[src/rtl/histeq_pkg.sv]
// Shared constants and FSM state type for the histogram-equalization image SRAM path.
package histeq_pkg;
    localparam int PIXEL_W      = 8;
    localparam int WORD_W       = 128;
    localparam int ADDR_W       = 16;
    localparam int PIX_PER_WORD = WORD_W / PIXEL_W;
    localparam int FRAME_WORDS  = 4096;
    localparam int LANE_W       = $clog2(PIX_PER_WORD);

    typedef enum logic [1:0] {IDLE, FILL, WAIT_ACK} wr_state_t;
endpackage

[src/rtl/sram_frame_writer_if.sv]
// Pixel stream, SRAM write port and frame handshake of the frame writer.
// master = writer side, slave = pixel source / SRAM / consumer side.
interface sram_frame_writer_if;
    import histeq_pkg::*;

    logic               start;
    logic               pix_valid;
    logic [PIXEL_W-1:0] pix_data;
    logic               pix_ready;
    logic               WriteEnable;
    logic [ADDR_W-1:0]  WriteAddress;
    logic [WORD_W-1:0]  WriteBus;
    logic               frame_done;
    logic               frame_ack;
    logic               busy;
    logic               frame_bank;

    modport master (
        input  start, pix_valid, pix_data, frame_ack,
        output pix_ready, WriteEnable, WriteAddress, WriteBus, frame_done, busy, frame_bank
    );

    modport slave (
        output start, pix_valid, pix_data, frame_ack,
        input  pix_ready, WriteEnable, WriteAddress, WriteBus, frame_done, busy, frame_bank
    );
endinterface

[src/rtl/pixel_packer.sv]
// Lane counter plus accumulator: packs PIX_PER_WORD pixels LSB-first and registers
// the finished word separately, so the next word can start filling immediately.
module pixel_packer
    import histeq_pkg::*;
(
    input  logic               clock,
    input  logic               reset,
    input  logic               in_valid,
    input  logic [PIXEL_W-1:0] in_data,
    output logic               last_lane,
    output logic               word_valid,
    output logic [WORD_W-1:0]  word
);
    logic [LANE_W-1:0]         lane;
    logic [WORD_W-PIXEL_W-1:0] acc;

    assign last_lane = (lane == LANE_W'(PIX_PER_WORD - 1));

    always_ff @(posedge clock or posedge reset) begin
        if (reset) begin
            lane       <= '0;
            acc        <= '0;
            word_valid <= 1'b0;
            word       <= '0;
        end else begin
            word_valid <= 1'b0;
            if (in_valid) begin
                if (last_lane) begin
                    word       <= {in_data, acc};
                    word_valid <= 1'b1;
                    lane       <= '0;
                end else begin
                    lane <= lane + LANE_W'(1);
                end
            end
            // the top lane goes straight into the output word, never into acc
            for (int k = 0; k < PIX_PER_WORD - 1; k++)
                if (in_valid && lane == LANE_W'(k))
                    acc[k*PIXEL_W +: PIXEL_W] <= in_data;
        end
    end
endmodule

[src/rtl/sram_frame_writer.sv]
// Raster pixel loader for the 128-bit image SRAM: packs pixels, writes words, handshakes frames.
// Optional FRAME_PINGPONG_EN: two frame banks with a full-frame count so filling overlaps reading.
module sram_frame_writer
    import histeq_pkg::*;
#(
    parameter int FRAME_WORDS = histeq_pkg::FRAME_WORDS
)
(
    input  logic                clock,
    input  logic                reset,
    sram_frame_writer_if.master bus
);
    wr_state_t         state, state_nx;
    logic              xfer, last_lane, frame_last, done_evt, ack_evt;
    logic [ADDR_W-1:0] word_cnt, base, wr_addr;
    logic              done_q, bank;

    assign xfer       = bus.pix_valid && (state == FILL);
    assign frame_last = (word_cnt == ADDR_W'(FRAME_WORDS - 1));
    assign done_evt   = xfer && last_lane && frame_last;

    pixel_packer u_packer (
        .clock      (clock),
        .reset      (reset),
        .in_valid   (xfer),
        .in_data    (bus.pix_data),
        .last_lane  (last_lane),
        .word_valid (bus.WriteEnable),
        .word       (bus.WriteBus)
    );

`ifdef FRAME_PINGPONG_EN
    logic [1:0] full_cnt, full_nx;

    assign ack_evt = bus.frame_ack && (full_cnt != 2'd0);
    assign base    = bank ? ADDR_W'(FRAME_WORDS) : '0;

    always_comb begin
        full_nx = full_cnt;
        if (done_evt && !ack_evt)
            full_nx = full_cnt + 2'd1;
        else if (!done_evt && ack_evt)
            full_nx = full_cnt - 2'd1;
    end

    always_ff @(posedge clock or posedge reset) begin
        if (reset) begin
            full_cnt <= 2'd0;
            bank     <= 1'b0;
        end else begin
            full_cnt <= full_nx;
            if (done_evt)
                bank <= ~bank;
        end
    end
`else
    assign ack_evt = bus.frame_ack && (state == WAIT_ACK);
    assign base    = '0;
    assign bank    = 1'b0;
`endif

    always_comb begin
        state_nx = state;
        unique case (state)
            IDLE:     if (bus.start) state_nx = FILL;
`ifdef FRAME_PINGPONG_EN
            FILL:     if (done_evt) state_nx = (full_nx < 2'd2) ? FILL : WAIT_ACK;
`else
            FILL:     if (done_evt) state_nx = WAIT_ACK;
`endif
            WAIT_ACK: if (ack_evt) state_nx = bus.start ? FILL : IDLE;
            default:  state_nx = IDLE;
        endcase
    end

    // address and frame_done are captured with the last pixel so they line up with WriteEnable
    always_ff @(posedge clock or posedge reset) begin
        if (reset) begin
            state    <= IDLE;
            word_cnt <= '0;
            wr_addr  <= '0;
            done_q   <= 1'b0;
        end else begin
            state  <= state_nx;
            done_q <= done_evt;
            if (xfer && last_lane) begin
                wr_addr  <= base + word_cnt;
                word_cnt <= frame_last ? '0 : word_cnt + ADDR_W'(1);
            end
        end
    end

    assign bus.WriteAddress = wr_addr;
    assign bus.frame_done   = done_q;
    assign bus.pix_ready    = (state == FILL);
    assign bus.busy         = (state != IDLE);
    assign bus.frame_bank   = bank;
endmodule

[src/flat_wrapper.sv]
// flat-port wrapper written by rule: the top's interface ports become plain ports
module sram_frame_writer_flat import histeq_pkg::*;
#(
    parameter int FRAME_WORDS = histeq_pkg::FRAME_WORDS
)
  (clock, reset, bus_start, bus_pix_valid, bus_pix_data, bus_frame_ack, bus_pix_ready, bus_WriteEnable, bus_WriteAddress, bus_WriteBus, bus_frame_done, bus_busy, bus_frame_bank);
  sram_frame_writer_if bus_i ();
  input  logic clock;
  input  logic reset;
  input wire logic [$bits(bus_i.start)-1:0] bus_start;
  input wire logic [$bits(bus_i.pix_valid)-1:0] bus_pix_valid;
  input wire logic [$bits(bus_i.pix_data)-1:0] bus_pix_data;
  input wire logic [$bits(bus_i.frame_ack)-1:0] bus_frame_ack;
  output wire logic [$bits(bus_i.pix_ready)-1:0] bus_pix_ready;
  output wire logic [$bits(bus_i.WriteEnable)-1:0] bus_WriteEnable;
  output wire logic [$bits(bus_i.WriteAddress)-1:0] bus_WriteAddress;
  output wire logic [$bits(bus_i.WriteBus)-1:0] bus_WriteBus;
  output wire logic [$bits(bus_i.frame_done)-1:0] bus_frame_done;
  output wire logic [$bits(bus_i.busy)-1:0] bus_busy;
  output wire logic [$bits(bus_i.frame_bank)-1:0] bus_frame_bank;
  assign bus_i.start = bus_start;
  assign bus_i.pix_valid = bus_pix_valid;
  assign bus_i.pix_data = bus_pix_data;
  assign bus_i.frame_ack = bus_frame_ack;
  assign bus_pix_ready = bus_i.pix_ready;
  assign bus_WriteEnable = bus_i.WriteEnable;
  assign bus_WriteAddress = bus_i.WriteAddress;
  assign bus_WriteBus = bus_i.WriteBus;
  assign bus_frame_done = bus_i.frame_done;
  assign bus_busy = bus_i.busy;
  assign bus_frame_bank = bus_i.frame_bank;
  sram_frame_writer #(.FRAME_WORDS(FRAME_WORDS)) u_core (.clock(clock), .reset(reset), .bus(bus_i));
endmodule
[config.mk]
export PLATFORM = sky130hd
export DESIGN_NAME = sram_frame_writer_flat
export DESIGN_NICKNAME = d
export VERILOG_FILES = /design/src/rtl/histeq_pkg.sv /design/src/rtl/sram_frame_writer_if.sv /design/src/rtl/pixel_packer.sv /design/src/rtl/sram_frame_writer.sv /design/src/flat_wrapper.sv
export SDC_FILE = /design/constraint.sdc
export NUM_CORES = 1
export LEC_CHECK = 0
export ABC_AREA = 1
export BUFFER_PORTS_ARGS = -buffer_cell sky130_fd_sc_hd__buf_2
export CORE_AREA = 3 3 172 124
export CTS_CLUSTER_DIAMETER = 40
export DETAILED_ROUTE_END_ITERATION = 8
export DIE_AREA = 0 0 175 127
export GPL_TIMING_DRIVEN = 0
export PLACE_DENSITY = 0.84
export REMOVE_ABC_BUFFERS = 1
export SETUP_SLACK_MARGIN = 0.05
export SLEW_MARGIN = 10
export SYNTH_ARGS = -nofsm -noshare
export SYNTH_HDL_FRONTEND = slang
export SYNTH_SLANG_ARGS = --single-unit
[constraint.sdc]
create_clock -name clock -period 14 [get_ports clock]
set_clock_uncertainty 0.1 [all_clocks]
set_input_delay 2.8 -clock clock [delete_from_list [all_inputs] [get_ports clock]]
set_output_delay 2.8 -clock clock [all_outputs]
set_load 0.01 [all_outputs]
After elaboration in Yosys (flattened, before gate mapping)
Cells that the tools add are included.
- register bits: 288
- input bits: 13
- output and inout port bits: 149
- word-level logic and storage cells: 78
- $add $sub $neg: 2
- equality and inequality tests: 21
- muxes and demuxes: 9
- reductions and logical operators: 24
- operator list (cell ; number):
    4-bit == test, second input constant ; 8
    1-bit logical AND ; 19
    16-bit by 1-bit adder with 16-bit output, second input constant ; 1
    16-bit by 12-bit == test with 1-bit output, second input constant ; 1
    4-bit by 3-bit == test with 1-bit output, second input constant ; 4
    16-bit 2-to-1 mux ; 1
    4-bit by 2-bit == test with 1-bit output, second input constant ; 2
    2-bit 2-to-1 mux ; 3
    2-bit case mux with 3 select lines ; 1
    4-bit by 1-bit adder with 4-bit output, second input constant ; 1
    4-bit by 1-bit == test with 1-bit output, second input constant ; 1
    4-bit logical NOT ; 1
    4-bit 2-to-1 mux ; 1
    2-bit by 1-bit != test with 1-bit output, second input constant ; 2
    1-bit 2-to-1 mux ; 3
    3-bit AND reduction ; 1
    2-bit by 1-bit == test with 1-bit output, second input constant ; 1
    2-bit == test, second input constant ; 1
    2-bit logical NOT ; 1
    2-bit != test, second input constant ; 1
    2-bit AND reduction ; 1
    2-bit nonzero test ; 1

Logic depth before layout (Yosys ltp)
Gate-level depths: netlist (run 1).
- word-level depth: 6
- gate-level depth with buffers: 8
- mapped depth without buffers: 8

Cells and area by module
A second synthesis (run 1) with hierarchy kept.
- cells, all modules: 1349
- area total of the unflattened synthesis: 11775.0 µm²
- by module, submodules not included (module ; times used ; cells each ; area each (µm²) ; seq. area each (µm²)):
    pixel_packer ; 1 ; 1130 ; 10044.6 ; 6331.1
    sram_frame_writer ; 1 ; 219 ; 1730.4 ; 875.8

Least setup slack after synthesis (run 1)
Ideal clock, no wire load.
- kind: input to register
- from: in bus_pix_valid
- to: reg u_core.u_packer.acc[17]
- setup time: 0.135 ns
- arrival: 3.601 ns
- data required time: 13.765 ns
- path slack: 10.163 ns
- stages: 6
- path buffers: 1
- path through: nand3_2 -> inv_2 -> nand3_1 -> buf_6 -> nand2_1 -> o21ai_0
- word-level cells in the longest chain between the ends: 2
- ends and longest elaborated chain (what ; line ; text):
    from (decl) ; flat_wrapper.sv:11 ; input wire logic [$bits(bus_i.pix_valid)-1:0] bus_pix_valid;
    1-bit logical AND ; sram_frame_writer.sv:18 ; assign xfer = bus.pix_valid && (state == FILL);
    1-bit logical AND ; pixel_packer.sv:38 ; if (in_valid && lane == LANE_W'(k))
    to (signal, indexed assignment) ; pixel_packer.sv:39 ; acc[k*PIXEL_W +: PIXEL_W] <= in_data;
    to (decl) ; pixel_packer.sv:15 ; logic [WORD_W-PIXEL_W-1:0] acc;
No other way between the ends.
A chain may end at the register's enable or synchronous reset.

Worst setup path after layout (run 1)
- from: in bus_pix_valid
- to: reg u_core.u_packer.word[87]
- word-level cells in the longest chain between the ends: 2
- ends and longest elaborated chain (what ; line ; text):
    1-bit logical AND ; sram_frame_writer.sv:18 ;
    2-bit AND reduction (no source line) ; n/a ;
    to (signal assigned) ; pixel_packer.sv:29 ; word <= {in_data, acc};
    to (decl) ; pixel_packer.sv:12 ; output logic [WORD_W-1:0] word
No other way between the ends.

==> results.yml, run 1 <==
run_status:
  status: "completed"
synthesis:
  synthFlopType: "dfrtp_1"
  synth_area_mm2: 0.0112
  syn_avg_cell_area_um2: 9.45
  synth-seq-area-share: 0.644
  synth_top_area_share: 0.644
  ys_warn_count: 0
  synth-seq-cells: 288
  ys_top_cells_by_area: "dfrtp_1, nand2_1, o21ai_0"
  syn_inst: 1184
  ys_top_cells_by_count: "nand2_1, dfrtp_1, o21ai_0, inv_1, nor2_1"
  synthArstFlopShare: 1.00
  synth_cell_types: 26
  synth-edff-count: 0
  synth_top_area_cell: "dfrtp_1"
  post-synth-top-count-cell: "nand2_1"
finish:
  nets: 1349
  area.growth.synth_to_final_pct: 19.5
  n_antenna_cell: 0
  drive_above_1_share: 0.184
  post-route-util: 0.679
  fin_area_mm2: 0.0134
timing:
  hold_slack_ns: 0.362
  slew_violations: 0
  period_minus_slack_ns: 4.26
  worstMarginPinSlew_ns: 0.668
  finalHoldViolCount: 0
  slew_headroom: 0.554
  setup_violations: 0
  rsz0062_at_grt: "no"
  fin_tns_setup_ns: 0
  finalCritPeriodShare: 0.305
  fmax_mhz: 235
clock_tree:
  post-cts-setup-buffers: 0
  htree_levels: 2
  cts_made_buffers: 35
  post_cts_resized: 0
  clk_pin_slew_ns: 0.06
  cts_sinks: 288
  cts_tree: "yes"
  cts_root_buffer: "clkbuf_16"
  clk_latency_ns: 0.49
  cts_buffer_depth: 3
  hold_buffers: 0
routing:
  drc: 0
  drt_iter0_markers: 689
  via_per_inst: 5.08
  wl_per_cell_um: 15.4
  vias: 8246
  ant_nets: 0
  dr.pass1.iters: 5
  wl_um: 25100
  wl_met2_um: 11500
  wl_met3_um: 1600
  wl_met1_um: 11700
  top_layer: "met4"
critical_path:
  max_stage_delay_ns: 0.45
  cp.required_ns: 14.25
  reg2reg_from: "u_core.u_packer.lane[1]"
  cp_top_family: "buffers and inverters"
  rr_worst_depth: 8
  cp-end-kind: "flop"
  r2r-end: "u_core.u_packer.word[87]"
  critPathLaunchType: "primary input"
  crit_slowest_cell: "nor2_4"
  path_max_fanout: 108
  cp.arrival_ns: 4.52
  r2r_setup_slack_ns: 11.54
  crit_buf_inv: 4
  worstSetupPathType: "primary input to flop"
  critical_path.cell_chain: "buf_2, nand3_2, nor2_4, buf_16, inv_8, buf_16, nand2_1, o21ai_0"
  path_common_cell: "buf_16"
grt:
  grt_remaining_overflow: 0
  grt_antenna_before_repair: 0
  grt_pass1_wl_um: 41200
  first_global_vias: 7969
  grt_max_degree: 113
  track_usage: 0.230
place:
  gp_congestion: 0.842
  portBuffers: 160
  hpwl_um: 16100
  postPlaceCellArea_mm2: 0.0122
floorplanning:
  fp-row-count: 43
  start_util: 0.568
  top_level_ports: 162
  die_width_um: 175
  die_h_um: 127
  core-area_mm2: 0.0197
  die-area_mm2: 0.0222
hold_path:
  min_from: "u_core.u_packer.acc[62]"
  whs_endpoint: "u_core.u_packer.word[62]"
  hold_path_depth: 2
  worstHoldPathType: "flop to flop"
power:
  ir_drop_v: 0.000126
  pwr_density_cell_mw_per_mm2: 226
  leakage_nw: 7.14
job:
  drv_cap: 0
## report_power, final
part           internal (mW)  leakage [nW]  switching [mW]
clock                  0.572         0.589           0.353
sequential              1.17          3.66           0.182
combinational          0.284          2.89           0.460
total                   2.03          7.14           0.995
## layout make-up
class / count / area [um^2]
flip-flops and latches: 288 / 7210
fillers: 1532 / 6320
multi-input cells: 751 / 3310
repair buffers: 166 / 958
clock buffers: 39 / 953
inverters: 89 / 349
well taps: 270 / 338
clock inverters: 21 / 253
## placed cells by master, fill, tap and decap left out, types with 6 or more instances in the layout
| cell | n |
|---|---|
| nand3_1 | 21 |
| o21ai_0 | 123 |
| dfrtp_1 | 288 |
| clkbuf_16 | 37 |
| inv_6 | 8 |
| a21oi_1 | 41 |
| nor2_1 | 68 |
| nand2_1 | 433 |
| o21ai_1 | 25 |
| buf_2 | 160 |
| inv_1 | 83 |
| xor2_1 | 6 |
| nor2_4 | 12 |
## metrics by stage
step	total power, mW	instances	worst slack [ns]
after floorplan	1.78	1128	3.15
after global placement	2.05	1558	0.376
after detailed placement	2.11	1564	9.24
after CTS	3.05	1624	9.76
after global routing	3.22	1624	9.60
final	3.02	1624	9.74
## worst max path at each step
| stage | startpoint | to | slack, ns | depth (start not counted) |
|---|---|---|---|---|
| 2_1_floorplan | reset | u_core.bus.WriteAddress[0] | 3.15 | 1 |
| 3_3_place_gp | reset | u_core.u_packer.word[0] | 0.38 | 2 |
| 3_5_place_dp | bus_pix_valid | u_core.u_packer.word[87] | 9.24 | 8 |
| 4_1_cts | bus_pix_valid | u_core.u_packer.word[87] | 9.76 | 8 |
| 5_1_grt | bus_pix_valid | u_core.u_packer.word[87] | 9.60 | 8 |
| 6_report | bus_pix_valid | u_core.u_packer.word[87] | 9.74 | 8 |
## cell families (layout without fill, tap and decap cells)
family                     after synthesis  in the layout  share of synthesized area
and+or+nand+nor                        546            546                      0.198
xor gates and xnor gates                 8              8                    0.00626
adders and majority gates                5              5                    0.00559
AOI/OAI and AO/OA                      191            191                     0.0860
other                                    1              1                   0.000335
DFF                                    288            288                      0.644
buffers and inverters                  145            315                     0.0602
## per-layer routing
metal	GRT usage	up-vias
met4	0.0520	0
li1	-	4005
met1	0.335	3983
met3	0.0544	29
met5	0	-
met2	0.357	229
## flip-flops by register name, summed over array words and instances, names as in the netlist
signal	flops
u_core.state	2
u_core.u_packer.word	128
u_core.bus.WriteAddress	16
u_core.word_cnt	16
u_core.u_packer.word_valid	1
u_core.u_packer.lane	4
u_core.u_packer.acc	120
u_core.bus.frame_done	1
## worst min-delay path: cells and delay by family (launching register included)
kind | cells | cell delay (ns)
DFF | 1 | 0.34
and+or+nand+nor | 2 | 0.10
Power figures use the tool's default switching activity.
==> run 2: changes to the inputs <==
--- a/config.mk
+++ b/config.mk
@@ -7,12 +7,12 @@
 export LEC_CHECK = 0
 export ABC_AREA = 1
 export BUFFER_PORTS_ARGS = -buffer_cell sky130_fd_sc_hd__buf_2
-export CORE_AREA = 3 3 172 124
+export CORE_AREA = 3 3 182 130
 export CTS_CLUSTER_DIAMETER = 40
 export DETAILED_ROUTE_END_ITERATION = 8
-export DIE_AREA = 0 0 175 127
+export DIE_AREA = 0 0 185 133
 export GPL_TIMING_DRIVEN = 0
-export PLACE_DENSITY = 0.84
+export PLACE_DENSITY = 0.81
 export REMOVE_ABC_BUFFERS = 1
 export SETUP_SLACK_MARGIN = 0.05
 export SLEW_MARGIN = 10
==> constraint.sdc (replaced) <==
create_clock -name clock -period 3.78 [get_ports clock]
set_clock_uncertainty 0.1 [all_clocks]
set_input_delay 0.756 -clock clock [delete_from_list [all_inputs] [get_ports clock]]
set_output_delay 0.756 -clock clock [all_outputs]
set_load 0.01 [all_outputs]
==> results.yml, run 2 (synthesized netlist as in run 1, its figures left out) <==
timing:
  postLayoutSetupSlackWorst_ns: 1.39
  finalHoldViolCount: 0
  period_minus_slack_ns: 2.39
  finalCritPeriodShare: 0.633
  rsz0062_at_grt: "no"
  slew_headroom: 0.567
  worstMarginPinSlew_ns: 0.649
  slew_violations: 0
  setup_violations: 0
  fmax_mhz: 418
finish:
  area.growth.synth_to_final_pct: 18.3
  n_antenna_cell: 0
  finalNonFillerCells: 1631
  largest_register_ffs: 128
  drive_above_1_share: 0.180
  post-route-util: 0.606
  top_regs: "u_core.u_packer.word x128, u_core.u_packer.acc x120"
  mostFrequentLayoutCell: "nand2_1"
  top_register: "u_core.u_packer.word"
  fin_area_mm2: 0.0132
  final_cell_mix: "nand2_1, dfrtp_1, buf_2"
  nets: 1345
hold_path:
  worstHoldPathType: "primary input to asynchronous set/reset pin"
power:
  internal_power_mw: 7.26
  seqPwrFrac: 0.461
  p_total_mw: 10.8
  power_frac_clock: 0.286
  leakage_nw: 7.07
  ir_drop_v: 0.000433
  pwr-share-comb: 0.253
  sw_frac_of_total: 0.329
  pwr_density_cell_mw_per_mm2: 818
  switchingPower_mw: 3.57
clock_tree:
  cts_made_buffers: 31
  cts_root_buffer: "clkbuf_16"
  cts_buffer_depth: 3
  clk_pin_slew_ns: 0.06
  htree_levels: 1
  cts_sinks: 288
  post-cts-setup-buffers: 0
  post_cts_resized: 0
  clk_latency_ns: 0.54
  cts_tree: "yes"
  hold_buffers: 0
place:
  postPlaceCellArea_mm2: 0.0122
  pre_cts_slack_ns: 1.15
  dp_cells: 1576
  gp_congestion: 0.833
  portBuffers: 160
  hpwl_um: 16100
routing:
  wl_um: 25100
  dr.pass1.iters: 5
  via_per_inst: 5.05
  ant_nets: 0
  drt_iter0_markers: 681
  drc: 0
  wl_per_cell_um: 15.4
  vias: 8229
floorplanning:
  top_level_ports: 162
  die_h_um: 133
  fp-row-count: 45
  die_width_um: 185
  start_util: 0.512
  core-area_mm2: 0.0218
  die-area_mm2: 0.0246
critical_path:
  path_max_fanout: 173
  crit_buf_inv: 3
  crit_start: "u_core.u_packer.lane[1]"
  cp_top_family: "buffers and inverters"
  critPathLaunchType: "flop"
  cp-end-kind: "flop"
  critical_path.cell_chain: "ha_1, nand3_1, nor2_4, buf_12, inv_8, buf_16, nand2_1, o21ai_0"
  worstSetupPathType: "flop to flop"
  cp.arrival_ns: 2.68
  crit_slowest_cell: "dfrtp_1"
  cp.required_ns: 4.07
  max_stage_delay_ns: 0.39
  reg2reg_from: "u_core.u_packer.lane[1]"
run_status:
  status: "completed"
grt:
  grt_pass1_wl_um: 41200
  grt_max_degree: 174
  first_global_vias: 7740
  grt_antenna_before_repair: 0
  track_usage: 0.206
  grt_remaining_overflow: 0
job:
  drv_cap: 0
run 2: cell count changes in the layout (fill, tap and decap cells not counted), sizes merged:
cell / previous run / this run
inv: 97 / 90
clkinv: 6 / 10
clkbuf: 39 / 37
run 2: worst reg2reg max path, cell delays in order, from the launching register on:
cell     delay [ns]
dfrtp_1        0.39
ha_1           0.20
nand3_1        0.15
nor2_4         0.38
buf_12         0.25
inv_8          0.13
buf_16         0.31
nand2_1        0.25
o21ai_0        0.09
run 2: cell type report:
cell class / count / area (um^2)
tap: 282 / 353
clock inverter: 18 / 223
inverter: 89 / 349
clock buffer: 37 / 848
timing repair buffer: 166 / 951
sequential: 288 / 7210
fill: 1809 / 8600
multi-input combinational: 751 / 3310
run 2: path summary, 6_finish.rpt:
check,to,slack [ns],cells past startpoint
max,u_core.u_packer.word[119],1.39,8
min,u_core.u_packer.word[108],0.16,2
max reg2reg,u_core.u_packer.word[119],1.39,8
min reg2reg,u_core.u_packer.word[29],0.37,2
max in group asynchronous,u_core.u_packer.acc[53],2.47,3
min in group clock,u_core.u_packer.word[29],0.37,2
run 2: routing by layer:
layer,GRT usage,vias up,wire (um)
met3,0.0453,34,1830
met2,0.305,243,11100
met5,0,-,0
met4,0.0404,0,371
met1,0.317,3966,11800
li1,-,3986,-
run 2: power groups by stage:
stage | combinational [mW] | clock, mW | sequential [mW]
finish | 2.74 | 3.10 | 4.99
global route | 3.15 | 3.30 | 5.14
CTS | 2.79 | 3.17 | 4.99
detailed placement | 2.77 | 0 | 5.02
global placement | 2.62 | 0 | 4.98
floorplan | 1.42 | 0 | 5.18
run 2: metrics by stage:
stage | hold WS (ns) | TNS, ns
global route | 0.182 | 0
global placement | 0.349 | -2577.78
detailed placement | 0.355 | 0
floorplan | 0.349 | -1457.95
finish | 0.160 | 0
CTS | 0.159 | 0
